==> config.mk <==
export PLATFORM = sky130hd
export DESIGN_NAME = data_sram_bridge
export DESIGN_NICKNAME = d
export VERILOG_FILES = /design/src/rtl/data_sram_bridge_pkg.sv /design/src/rtl/data_sram_bridge.sv
export SDC_FILE = /design/constraint.sdc
export NUM_CORES = 1
export LEC_CHECK = 0
export CAP_MARGIN = 10
export CORE_MARGIN = 2
export CORE_UTILIZATION = 37
export CTS_CLUSTER_DIAMETER = 150
export DETAILED_ROUTE_END_ITERATION = 8
export HOLD_SLACK_MARGIN = 0.1
export PLACE_DENSITY_LB_ADDON = 0.12
export SETUP_SLACK_MARGIN = 0.4
export SYNTH_ARGS = -nofsm -noshare
export SYNTH_HDL_FRONTEND = slang
export SYNTH_SLANG_ARGS = --single-unit
==> constraint.sdc <==
create_clock -name clk -period 1.95 [get_ports clk]
set_input_delay 0.39 -clock clk [delete_from_list [all_inputs] [get_ports clk]]
set_output_delay 0.39 -clock clk [all_outputs]
set_load 0.02 [all_outputs]
==> src/rtl/data_sram_bridge_pkg.sv <==
// data_sram_bridge_pkg: state encoding and bus constants shared by the data SRAM bridge
package data_sram_bridge_pkg;
   typedef enum logic [1:0] {
      DSB_IDLE = 2'd0,
      DSB_REQ  = 2'd1,
      DSB_WAIT = 2'd2,
      DSB_DONE = 2'd3
   } dsb_state_e;
   localparam logic [1:0]  SIZE_WORD = 2'b10;
   localparam logic [3:0]  WSTRB_ALL = 4'b1111;
   localparam logic [31:0] ZERO_WORD = 32'h0000_0000;
endpackage

==> src/rtl/data_sram_bridge.sv <==
// data_sram_bridge: turns execute's one-cycle memory strobe into a req/addr_ok/data_ok SRAM bus transfer, stalling the core meanwhile
//  clk, resetn                       clock, asynchronous active-low reset
//  mem_cs_i/mem_rw_i/mem_addr_i/     access request from execute (rw: 1 = load, 0 = store)
//  mem_wdata_i
//  mem_rdata_o                       load data, nonzero only in DONE
//  stall_o                           hold the core while a transfer is outstanding
//  adel_o/ades_o                     misaligned load/store, combinational in IDLE
//  bus_err_o                         timeout abort flag, valid in DONE
//  data_sram_*                       SRAM-like bus (req/wr/size/addr/wdata/wstrb, addr_ok/data_ok/rdata)
module data_sram_bridge
   import data_sram_bridge_pkg::*;
#(
   parameter int TIMEOUT_CYC = 255
) (
   input  logic        clk,
   input  logic        resetn,
   input  logic        mem_cs_i,
   input  logic        mem_rw_i,
   input  logic [31:0] mem_addr_i,
   input  logic [31:0] mem_wdata_i,
   output logic [31:0] mem_rdata_o,
   output logic        stall_o,
   output logic        adel_o,
   output logic        ades_o,
   output logic        bus_err_o,
   output logic        data_sram_req,
   output logic        data_sram_wr,
   output logic [1:0]  data_sram_size,
   output logic [31:0] data_sram_addr,
   output logic [31:0] data_sram_wdata,
   output logic [3:0]  data_sram_wstrb,
   input  logic        data_sram_addr_ok,
   input  logic        data_sram_data_ok,
   input  logic [31:0] data_sram_rdata
);
   // a zero-width counter is illegal, so a disabled timeout still gets one bit
   localparam int CW = (TIMEOUT_CYC > 0) ? $clog2(TIMEOUT_CYC + 1) : 1;
   dsb_state_e state, state_nx;
   logic [CW-1:0] cnt;
   logic [31:0] rdata_q;
   logic wr_q, err_q, aligned, start, timeout, finish_ok, stall_int;
   assign aligned = mem_addr_i[1:0] == 2'b00;
   assign start = state == DSB_IDLE && mem_cs_i && aligned;
   assign timeout = TIMEOUT_CYC != 0 && (state == DSB_REQ || state == DSB_WAIT) && cnt == CW'(TIMEOUT_CYC);
   assign finish_ok = (state == DSB_REQ && data_sram_addr_ok && data_sram_data_ok) || (state == DSB_WAIT && data_sram_data_ok);
   assign data_sram_size = SIZE_WORD;
   assign data_sram_wr = wr_q;
   assign data_sram_wstrb = wr_q ? WSTRB_ALL : 4'b0000;
   // the IDLE stall is combinational on mem_cs_i, so reset must mask it explicitly
   assign stall_o = stall_int && resetn;
   always_ff @(posedge clk or negedge resetn) begin
      if (!resetn) state <= DSB_IDLE;
      else state <= state_nx;
   end
   always_comb begin
      state_nx = state;
      stall_int = 1'b0;
      data_sram_req = 1'b0;
      adel_o = 1'b0;
      ades_o = 1'b0;
      mem_rdata_o = ZERO_WORD;
      bus_err_o = 1'b0;
      case (state)
         DSB_IDLE: begin
            stall_int = start;
            adel_o = mem_cs_i && !aligned && mem_rw_i;
            ades_o = mem_cs_i && !aligned && !mem_rw_i;
            state_nx = start ? DSB_REQ : DSB_IDLE;
         end
         DSB_REQ: begin
            stall_int = 1'b1;
            // withdraw the request on the abort cycle so the bus cannot accept it
            data_sram_req = !timeout;
            state_nx = (timeout || finish_ok) ? DSB_DONE : data_sram_addr_ok ? DSB_WAIT : DSB_REQ;
         end
         DSB_WAIT: begin
            stall_int = 1'b1;
            state_nx = (timeout || data_sram_data_ok) ? DSB_DONE : DSB_WAIT;
         end
         default: begin
            mem_rdata_o = rdata_q;
            bus_err_o = err_q;
            state_nx = DSB_IDLE;
         end
      endcase
   end
   always_ff @(posedge clk or negedge resetn) begin
      if (!resetn) begin
         data_sram_addr <= ZERO_WORD;
         data_sram_wdata <= ZERO_WORD;
         wr_q <= 1'b0;
         rdata_q <= ZERO_WORD;
         err_q <= 1'b0;
         cnt <= '0;
      end else begin
         if (start) begin
            data_sram_addr <= mem_addr_i;
            data_sram_wdata <= mem_wdata_i;
            wr_q <= !mem_rw_i;
            rdata_q <= ZERO_WORD;
            err_q <= 1'b0;
         end
         if (timeout) begin
            err_q <= 1'b1;
            rdata_q <= ZERO_WORD;
         end else if (finish_ok) rdata_q <= wr_q ? ZERO_WORD : data_sram_rdata;
         cnt <= (state == DSB_IDLE) ? '0 :
                ((state == DSB_REQ && !data_sram_addr_ok) || (state == DSB_WAIT && !data_sram_data_ok)) ? cnt + 1'b1 : cnt;
      end
   end
endmodule
==> out/qor.csv, run 1 <==
metric,value,unit
fin_hold_ws,0.09000,ns
drcViolationCount,0,
vias,3616,
crit_fanout,2,
wl_per_cell,19.90,um
place_area,6879,um2
layout.nets,691,
antenna_found_initial,0,
ioPinCount,210,
rsz0062_at_grt,yes,
synth-seq-area-share,0.5995,
synthSimpleGateAreaFrac,0.08826,
track_usage,0.2232,
criticalPathCategory,flip-flop to primary output,
p_leak,3.757,nW
synth_compound_area_frac,0.08604,
synthesis.area,4508,um2
io_buffers,207,
postSynthCellCount,332,
cp-end-kind,primary output,
final_util,0.6681,
grt_max_degree,109,
crit_cells,7,
dieArea,13080,um2
synth.avg_cell_area,13.58,um2
rows,40,
clock_sink_count,108,
synth-seq-cells,108,
die_w,114.4,um
grt_pass1_wl,21.86,mm
slew_headroom,0.5836,
setup_slack,-0.04251,ns
synth-xor-area-share,0.01360,
clock_path_buffers,2,
tightestPinTransition,0.6246,ns
yosysUniqueCellTypes,32,
grt_pass1_vias,4021,
routed_wl,14.62,mm
syn_nets,440,
placeableCoreArea,11960,um2
htree_levels,3,
fin_crit,1.993,ns
clk-insertion-delay-late,0.35,ns
drt_pass1_iterations,6,
min_period_over_period,1.022,
final.setup_skew,0.006244,ns
fin_area,7991,um2
final_cells,735,
drv_cap,0,
dp.cells,682,
setup_viol,37,
cp.required,1.56,ns
antenna_cells,0,
crit_path_top_delay_cell,dfrtp_1,
status,"complete, but fails checks",
cts_tree,yes,
max_freq,0.5019,GHz
synth.mux.area_fraction,0.1571,
cpPeakStageDelay,0.39,ns
die-height,114.4,um
ant_nets,0,
peakVddDrop,0.0008565,V
hold_viol,0,
hold_class,input port to asynchronous set/reset pin,
drive_gt1_frac,0.3605,
crit_path_start_kind,flip-flop,
synth_top_family_by_area,multiplexers,
cpLargestDelayFamily,simple AND/OR/NAND/NOR gates,
path_buf_inv,2,
power_density,1345,nW/um2
drtIter0Drc,144,
r2r_cells,12,
cts-root-buf,clkbuf_16,
path_cells,inv_2 -> ha_4 -> nand2_4 -> nor3_4 -> nor2_4 -> nor3b_4 -> buf_6,
violations,setup timing,
clkTransAtPathRegs,0.07,ns
gp_congestion,0.7788,
arrival,1.60,ns
slew_violations,0,
globalRouteOverflowTotal,0,
start_util,0.3769,
ys_warn_count,0,
synth_fa_ha_area_frac,0.01665,
post-dp-hpwl,8.578,mm
avgViaCountPerCell,4.920,
area_delta_synth_final,77.27,%
cts_buffers,9,
==> flip-flops by register name (all words and copies together) (netlist names) <==
name and cells:
data_sram_wr 1, err_q 1, cnt 8, data_sram_wdata 32, state 2, rdata_q 32
data_sram_addr 32
==> cells in the final DEF, fill, tap and decap left out, types with 3 or more instances in the layout <==
| cell type | n |
|---|---|
| clkbuf_16 | 11 |
| nor2_1 | 10 |
| dlygate4sd2_1 | 63 |
| mux2_4 | 62 |
| buf_12 | 9 |
| a211oi_2 | 3 |
| a22o_1 | 32 |
| buf_2 | 13 |
| clkbuf_2 | 5 |
| buf_16 | 9 |
| and2_1 | 33 |
| buf_6 | 15 |
| ha_1 | 3 |
| clkdlybuf4s50_1 | 100 |
| dfrtp_1 | 107 |
| buf_4 | 43 |
| ha_4 | 3 |
| inv_1 | 5 |
| xnor2_1 | 6 |
| buf_8 | 4 |
| nor2_4 | 4 |
==> cells by family (layout without fill, tap and decap cells) <==
| group | after synthesis | in the layout |
|---|---|---|
| AO/OA/AOI/OAI | 48 | 48 |
| XOR/XNOR | 7 | 7 |
| adder cells (fa/ha/maj) | 6 | 6 |
| buffers and inverters | 32 | 287 |
| flip-flops | 108 | 108 |
| multiplexers | 63 | 63 |
| other | 2 | 2 |
| AND/OR/NAND/NOR | 66 | 67 |
==> where the power goes <==
group	switching, mW	internal, mW
registers	0.501	3.14
clock network	0.828	1.07
logic	2.44	2.77
==> cells in the mapped netlist <==
master | count | area share
clkbuf_1 | 5 | 0.0042
mux2_1 | 3 | 0.0075
and2_1 | 33 | 0.046
nand4_2 | 1 | 0.0028
xnor2_1 | 7 | 0.014
nor2_1 | 14 | 0.012
nor3b_2 | 1 | 0.0028
nor4_4 | 1 | 0.0047
o22ai_2 | 1 | 0.0028
o22ai_1 | 1 | 0.0014
a21boi_0 | 1 | 0.0017
mux2i_1 | 1 | 0.0022
a21oi_1 | 4 | 0.0044
inv_1 | 7 | 0.0058
nand4_1 | 1 | 0.0014
a22o_1 | 32 | 0.062
o21ai_0 | 3 | 0.0033
buf_4 | 9 | 0.015
a21oi_2 | 1 | 0.0019
conb_1 | 2 | 0.0017
a211oi_1 | 4 | 0.0067
nor3_4 | 1 | 0.0036
dfrtp_1 | 108 | 0.60
mux2_2 | 59 | 0.15
nor3_1 | 1 | 0.0011
nand2_1 | 5 | 0.0042
nor2b_1 | 3 | 0.0042
nand3_1 | 3 | 0.0033
ha_1 | 6 | 0.017
o211ai_1 | 1 | 0.0017
nand2b_1 | 2 | 0.0028
buf_2 | 11 | 0.012
==> layer usage <==
| layer | wire, um | track usage | vias up | share of wire |
|---|---|---|---|---|
| met5 | 0 | 0 | - | 0 |
| met4 | 231 | 0.1000 | 0 | 0.016 |
| met3 | 1189 | 0.08047 | 16 | 0.081 |
| met2 | 7412 | 0.3684 | 135 | 0.51 |
| met1 | 5791 | 0.2611 | 1813 | 0.40 |
| li1 | - | - | 1652 | - |
==> worst register-to-register path, stage by stage, from the launching register on <==
cell       delay [ns]
dfrtp_1          0.39
inv_2            0.09
ha_4             0.16
nand2_4          0.05
nor3_4           0.17
buf_4            0.15
buf_6            0.09
buf_12           0.11
buf_12           0.12
buf_12           0.10
nor2_4           0.06
clkbuf_16        0.17
a22o_1           0.21
==> path summary, 6_finish.rpt <==
check	start	to	slack, ns
worst max-delay path	state[0]	stall_o	-0.04
worst min-delay path	resetn	cnt[4]	0.09
worst max register to register	state[0]	rdata_q[21]	-0.03
worst min register to register	rdata_q[27]	rdata_q[27]	0.50
max in group asynchronous	resetn	rdata_q[4]	1.35
min in group clk	rdata_q[27]	rdata_q[27]	0.50
==> per-stage QoR <==
stage / setup TNS, ns / power, mW / worst slack, ns
floorplan: -0.1154 / 6.005 / -0.1154
global placement: -24.94 / 8.141 / -0.5495
detailed placement: -25.86 / 8.250 / -0.5467
CTS: -0.2409 / 10.39 / -0.06316
global route: -5.499 / 11.29 / -0.1248
finish: -0.5845 / 10.75 / -0.04251
==> what timing repair did <==
action	4_1_cts	5_1_grt
cloned	10	3
hold buffers	0	0
resized for setup	335	55
setup endpoints to repair	213	151
pin swaps	15	41
buffers inserted	19	5
endpoints found under the hold margin	0	0
==> layout make-up <==
type	instances	area, um2
clock buffer	13	260.3
clock inverter	3	43.79
fill	918	3970
inverter	7	26.28
multi-input combinational	193	2088
sequential	108	2704
tap	147	183.9
timing repair buffer	264	2685
Power figures use the tool's default switching activity.
==> inputs of run 2 (changes only) <==
--- a/config.mk
+++ b/config.mk
@@ -12,7 +12,10 @@
 export DETAILED_ROUTE_END_ITERATION = 8
 export HOLD_SLACK_MARGIN = 0.1
 export PLACE_DENSITY_LB_ADDON = 0.12
+export REMOVE_ABC_BUFFERS = 1
 export SETUP_SLACK_MARGIN = 0.4
+export SKIP_LAST_GASP = 1
 export SYNTH_ARGS = -nofsm -noshare
 export SYNTH_HDL_FRONTEND = slang
 export SYNTH_SLANG_ARGS = --single-unit
+export TNS_END_PERCENT = 5
==> run 2 against run 1 <==
Effect of this change:
- the run now ends clean
- count of clock-buffer cells in the layout is 3 lower
- flip-flop and latch count stayed put
- via count is 5.5% lower
==> out/qor.csv, run 2 (same netlist as run 1, synthesis figures left out) <==
metric,value,unit,change
drt_pass1_iterations,4,,-2
ant_nets,0,,unchanged
crit_path_top_delay_cell,dfrtp_1,,
final.setup_skew,0.01086,ns,+0.004616 ns
met2_usage,0.2781,,-0.09034
grt_max_degree,109,,unchanged
track_usage,0.1766,,-0.04662
p_leak,3.126,nW,-17%
avgViaCountPerCell,4.887,,-0.67%
clk-insertion-delay-late,0.36,ns,about the same
max_freq,0.5145,GHz,+2.5%
peakVddDrop,0.001109,V,+29%
drv_cap,0,,unchanged
slew_headroom,0.6109,,+0.02730
clock_sink_count,108,,unchanged
cts-root-buf,clkbuf_16,,
power_density,1426,nW/um2,+6.0%
clock_path_buffers,2,,unchanged
num-fill-cells,1035,,+13%
area_delta_synth_final,56.09,%,
placeableCoreArea,11960,um2,unchanged
hold_viol,0,,unchanged
io_buffers,207,,unchanged
total_power,10.04,mW,-6.6%
cts_buffers,9,,unchanged
tightestPinTransition,0.5836,ns,-0.04096 ns
startpoint,state[0],,
die-height,114.4,um,unchanged
busiest_layer,met2,,
endpoint,mem_rdata_o[30],,
met3_usage,0.09688,,+0.01641
path_cells,buf_4 -> ha_4 -> clkbuf_16 -> and2_1 -> buf_2,,
layout.nets,655,,-5.2%
clkTransAtPathRegs,0.07,ns,about the same
hold_class,input port to asynchronous set/reset pin,,
fin_hold_ws,0.09208,ns,+0.002076 ns
r2r_cells,8,,-4
fin_crit,1.944,ns,-0.04891 ns
final_cell_mix,"clkdlybuf4s50_1 (169), dfrtp_1 (108), mux2_2 (59)",,
arrival,1.55,ns,-0.05 ns
cp.required,1.56,ns,about the same
vias,3416,,-5.5%
post-dp-hpwl,7.755,mm,-9.6%
reg_top3,"data_sram_addr x32, data_sram_wdata x32, rdata_q x32",,
slew_violations,0,,unchanged
rsz0062_at_grt,yes,,
gp_congestion,0.7348,,-5.6%
die_w,114.4,um,unchanged
dieArea,13080,um2,unchanged
drive_gt1_frac,0.2699,,-0.09062
start_util,0.3769,,unchanged
ff2ff_setup_slack,0.04,ns,+0.07 ns
ioPinCount,210,,unchanged
globalRouteOverflowTotal,0,,unchanged
cp-end-kind,primary output,,
rr_endpoint,rdata_q[31],,
wl_per_cell,16.35,um,-18%
drcViolationCount,0,,unchanged
grt_pass1_vias,3453,,-14%
crit_path_start_kind,flip-flop,,
setup_viol,0,,-100%
final_common_cell,clkdlybuf4s50_1,,
drtIter0Drc,142,,-1.4%
rows,40,,unchanged
routed_wl,11.43,mm,-22%
cpPeakStageDelay,0.39,ns,about the same
cts_tree,yes,,
htree_levels,3,,unchanged
status,"complete, no violations",,
multi_input_area,1673,um2,-20%
criticalPathCategory,flip-flop to primary output,,
min_period_over_period,0.9967,,-0.02508
crit_fanout,16,,+14
grt_pass1_wl,17.74,mm,-19%
cts_hold_buf,0,,unchanged
seq_area,2703,um2,about the same
grt_util_met1,0.2047,,-0.05642
antenna_found_initial,0,,unchanged
antenna_cells,0,,unchanged
rr_startpoint,state[0],,
==> run 2: cell count changes in the layout (fill, tap and decap cells not counted), moves of 9 or more <==
cell             previous run  this run
buf_16                      9         0
mux2_2                      0        59
buf_2                      13        28
buf_4                      43        26
clkdlybuf4s50_1           100       169
buf_6                      15         1
dlygate4sd2_1              63         0
mux2_4                     62         0
==> run 2: metrics by stage <==
stage	setup TNS (ns)	worst slack, ns	area (um2)	utilization	instances
after floorplan	-140.31	-1.997	4367	-	307
after CTS	-1.841	-0.09658	6984	0.5839	698
after global placement	-11.74	-0.4049	6815	0.5698	680
after global routing	-3.432	-0.09028	7037	0.5883	699
after detailed placement	-12.64	-0.4037	6815	0.5698	680
final	0	0.006407	7037	0.5883	699
==> run 2: timing repair <==
item	4_1_cts	5_1_grt
buffers inserted	2	0
endpoints found under the setup margin	211	212
cloned	0	1
pin swaps	4	1
endpoints found under the hold margin	0	0
resized for setup	159	10
==> run 2: routing by layer <==
metal,share of wire,vias up
met1,0.40,1680
met5,0,-
met3,0.11,17
met4,0.016,0
li1,-,1572
met2,0.47,147
==> run 2: worst min-delay path by stage <==
| stage | slack [ns] | cells after the start | end | startpoint |
|---|---|---|---|---|
| finish | 0.09 | 2 | state[1] | resetn |
| global route | 0.14 | 2 | state[1] | resetn |
| CTS | 0.14 | 2 | state[1] | resetn |
| detailed placement | 0.48 | 1 | data_sram_wdata[9] | data_sram_wdata[9] |
| global placement | 0.47 | 1 | data_sram_wdata[8] | data_sram_wdata[8] |
| floorplan | 0.09 | 0 | cnt[0] | resetn |
==> run 2: power by group <==
part / total (mW) / switching (mW) / internal, mW
Combinational: 4.52 / 2.10 / 2.42
Clock: 1.91 / 0.861 / 1.05
Sequential: 3.61 / 0.469 / 3.14
Total: 10.0 / 3.43 / 6.61
==> run 2: critical path: cells and delay by family, from the launching register on <==
kind	cells	cell delay, ns
adders and majority gates	1	0.18
buffers and inverters	3	0.49
DFF	1	0.39
and+or+nand+nor	1	0.15
==> run 2: layout make-up <==
type,instances,share of cell area
timing repair buffer,229,0.3046
sequential,108,0.3841
inverter,7,0.003734
clock buffer,10,0.03396
multi-input combinational,192,0.2377
tap,147,0.02614
clock inverter,6,0.009780
==> inputs of run 3 (changes only) <==
--- a/config.mk
+++ b/config.mk
@@ -7,7 +7,7 @@
 export LEC_CHECK = 0
 export CAP_MARGIN = 10
 export CORE_MARGIN = 2
-export CORE_UTILIZATION = 37
+export CORE_UTILIZATION = 44
 export CTS_CLUSTER_DIAMETER = 150
 export DETAILED_ROUTE_END_ITERATION = 8
 export HOLD_SLACK_MARGIN = 0.1
==> constraint.sdc (replaced) <==
create_clock -name clk -period 2.47 [get_ports clk]
set_input_delay 0.494 -clock clk [delete_from_list [all_inputs] [get_ports clk]]
set_output_delay 0.494 -clock clk [all_outputs]
set_load 0.02 [all_outputs]
==> run 3 against run 2 <==
Effect of this change:
- combinational power decreased by 21%
- flip-flop and latch count unchanged
- clock skew shrank 0.0017 ns
- largest cell class unchanged
- setup slack better by 0.27 ns
- via count fell by 1.2%
- critical path depth increased by 1
- hold slack improved by 0.15 ns
==> out/qor.csv, run 3 (same netlist as run 1, synthesis figures left out) <==
metric,value,unit,change
ant_nets,0,,unchanged
clk-insertion-delay-late,0.37,ns,about the same
crit_cells,6,,+1
vias,3374,,-1.2%
crit_path_top_delay_cell,dfrtp_1,,
r2r_cells,9,,+1
final_cell_mix,"clkdlybuf4s50_1 (169), dfrtp_1 (108), mux2_2 (59)",,
totalNegativeSetupSlack,0,ns,unchanged
grt_pass1_wl,18.29,mm,+3.1%
globalRouteOverflowTotal,0,,unchanged
cp.required,1.98,ns,+0.42 ns
start_util,0.4570,,+0.08012
drive_gt1_frac,0.2596,,-0.01033
clock_sink_count,108,,unchanged
drcViolationCount,0,,unchanged
path_cells,buf_4 -> buf_4 -> ha_4 -> clkbuf_16 -> and2_1 -> buf_2,,
drv_cap,0,,unchanged
track_usage,0.2100,,+0.03344
hold_class,input port to asynchronous set/reset pin,,
max_freq,0.4565,GHz,
reg_top3,"data_sram_addr x32, data_sram_wdata x32, rdata_q x32",,
arrival,1.70,ns,+0.15 ns
ff2ff_setup_slack,0.49,ns,+0.45 ns
clock_path_buffers,2,,unchanged
ioPinCount,210,,unchanged
gp_congestion,0.7784,,+5.9%
slew_violations,0,,unchanged
final_cells,680,,-2.7%
antenna_found_initial,0,,unchanged
dp.cells,656,,-3.5%
post-dp-hpwl,7.804,mm,+0.63%
cts_tree,yes,,
cp-end-kind,primary output,,
cts_buffers,9,,unchanged
rr_endpoint,rdata_q[15],,
min_period_over_period,0.8868,,
rows,36,,-10%
avgViaCountPerCell,4.962,,+1.5%
layout.nets,650,,-0.76%
hold_viol,0,,unchanged
placeableCoreArea,9864,um2,-18%
cpLargestDelayFamily,buffers and inverters,,
rr_startpoint,state[1],,
cts-root-buf,clkbuf_8,,
cpPeakStageDelay,0.40,ns,about the same
die_w,105.2,um,-8.0%
place_area,6698,um2,-1.7%
grt_pass1_vias,3637,,+5.3%
criticalPathCategory,flip-flop to primary output,,
area_delta_synth_final,52.18,%,
final_common_cell,clkdlybuf4s50_1,,
crit_path_start_kind,flip-flop,,
drtIter0Drc,137,,-3.5%
fin_crit,2.190,ns,
clkTransAtPathRegs,0.09,ns,+0.02 ns
crit_fanout,16,,unchanged
wl_per_cell,16.74,um,+2.4%
total_power,7.570,mW,-25%
fin_area,6860,um2,-2.5%
tightestPinTransition,0.6899,ns,+0.1062 ns
drt_pass1_iterations,4,,unchanged
antenna_cells,0,,unchanged
dieArea,11070,um2,-15%
final.setup_skew,0.009117,ns,-0.001743 ns
peakVddDrop,0.0007466,V,-33%
path_buf_inv,4,,+1
slew_headroom,0.5401,,-0.07082
rsz0062_at_grt,yes,,
io_buffers,207,,unchanged
htree_levels,3,,unchanged
power_density,1103,nW/um2,-23%
status,"complete, no violations",,
grt_max_degree,66,,-39%
p_leak,3.051,nW,-2.4%
cp_common_cell,buf_4,,
setup_viol,0,,unchanged
routed_wl,11.38,mm,-0.42%
die-height,105.2,um,-8.0%
run 3: cell types whose count changed in the layout (fill, tap and decap cells not counted), sizes merged:
cell | previous run | this run
buf | 59 | 54
clkbuf | 11 | 14
clkinv | 2 | 0
inv | 10 | 8
bufinv | 1 | 2
run 3: how the worst max path moves through the flow:
stage | from | to | slack (ns)
final | state[1] | mem_rdata_o[14] | 0.28
after detailed placement | mem_cs_i | stall_o | -0.03
after global routing | state[1] | stall_o | 0.19
after floorplan | state[1] | rdata_q[0] | -1.48
after global placement | mem_cs_i | stall_o | -0.02
after CTS | state[0] | stall_o | 0.32
run 3: what timing repair did:
action	4_1_cts	5_1_grt
buffers inserted	4	3
cloned	0	1
gates resized for setup	154	9
hold buffers	0	0
pin swaps	1	2
endpoints found under the setup margin	37	42
run 3: per-stage QoR:
stage	setup WS [ns]	utilization	hold WS [ns]
after floorplan	-1.477	-	0.1984
after global placement	-0.02383	0.6790	0.4680
after detailed placement	-0.03326	0.6790	0.4752
after CTS	0.3223	0.6868	0.2613
after global routing	0.1930	0.6955	0.2888
final	0.2796	0.6955	0.2409
run 3: report_power, final:
| group | total (mW) | internal [mW] | switching, mW |
|---|---|---|---|
| Sequential | 2.84 | 2.47 | 0.364 |
| Combinational | 3.55 | 1.88 | 1.67 |
| Clock | 1.18 | 0.605 | 0.578 |
run 3: cell type report:
type,count,area (um2)
Sequential cell,108,2703
Fill cell,724,3004
Timing Repair Buffer,224,2072
Clock inverter,3,68.82
Clock buffer,13,148.9
Multi-Input combinational cell,192,1675
Tap cell,133,166.4
Inverter,7,26.28
run 3: routing by layer:
metal,GRT usage,share of wire,vias up
met5,0,0,-
met4,0.08571,0.022,0
met3,0.09895,0.10,19
met2,0.3300,0.48,151
met1,0.2485,0.39,1640
li1,-,-,1564
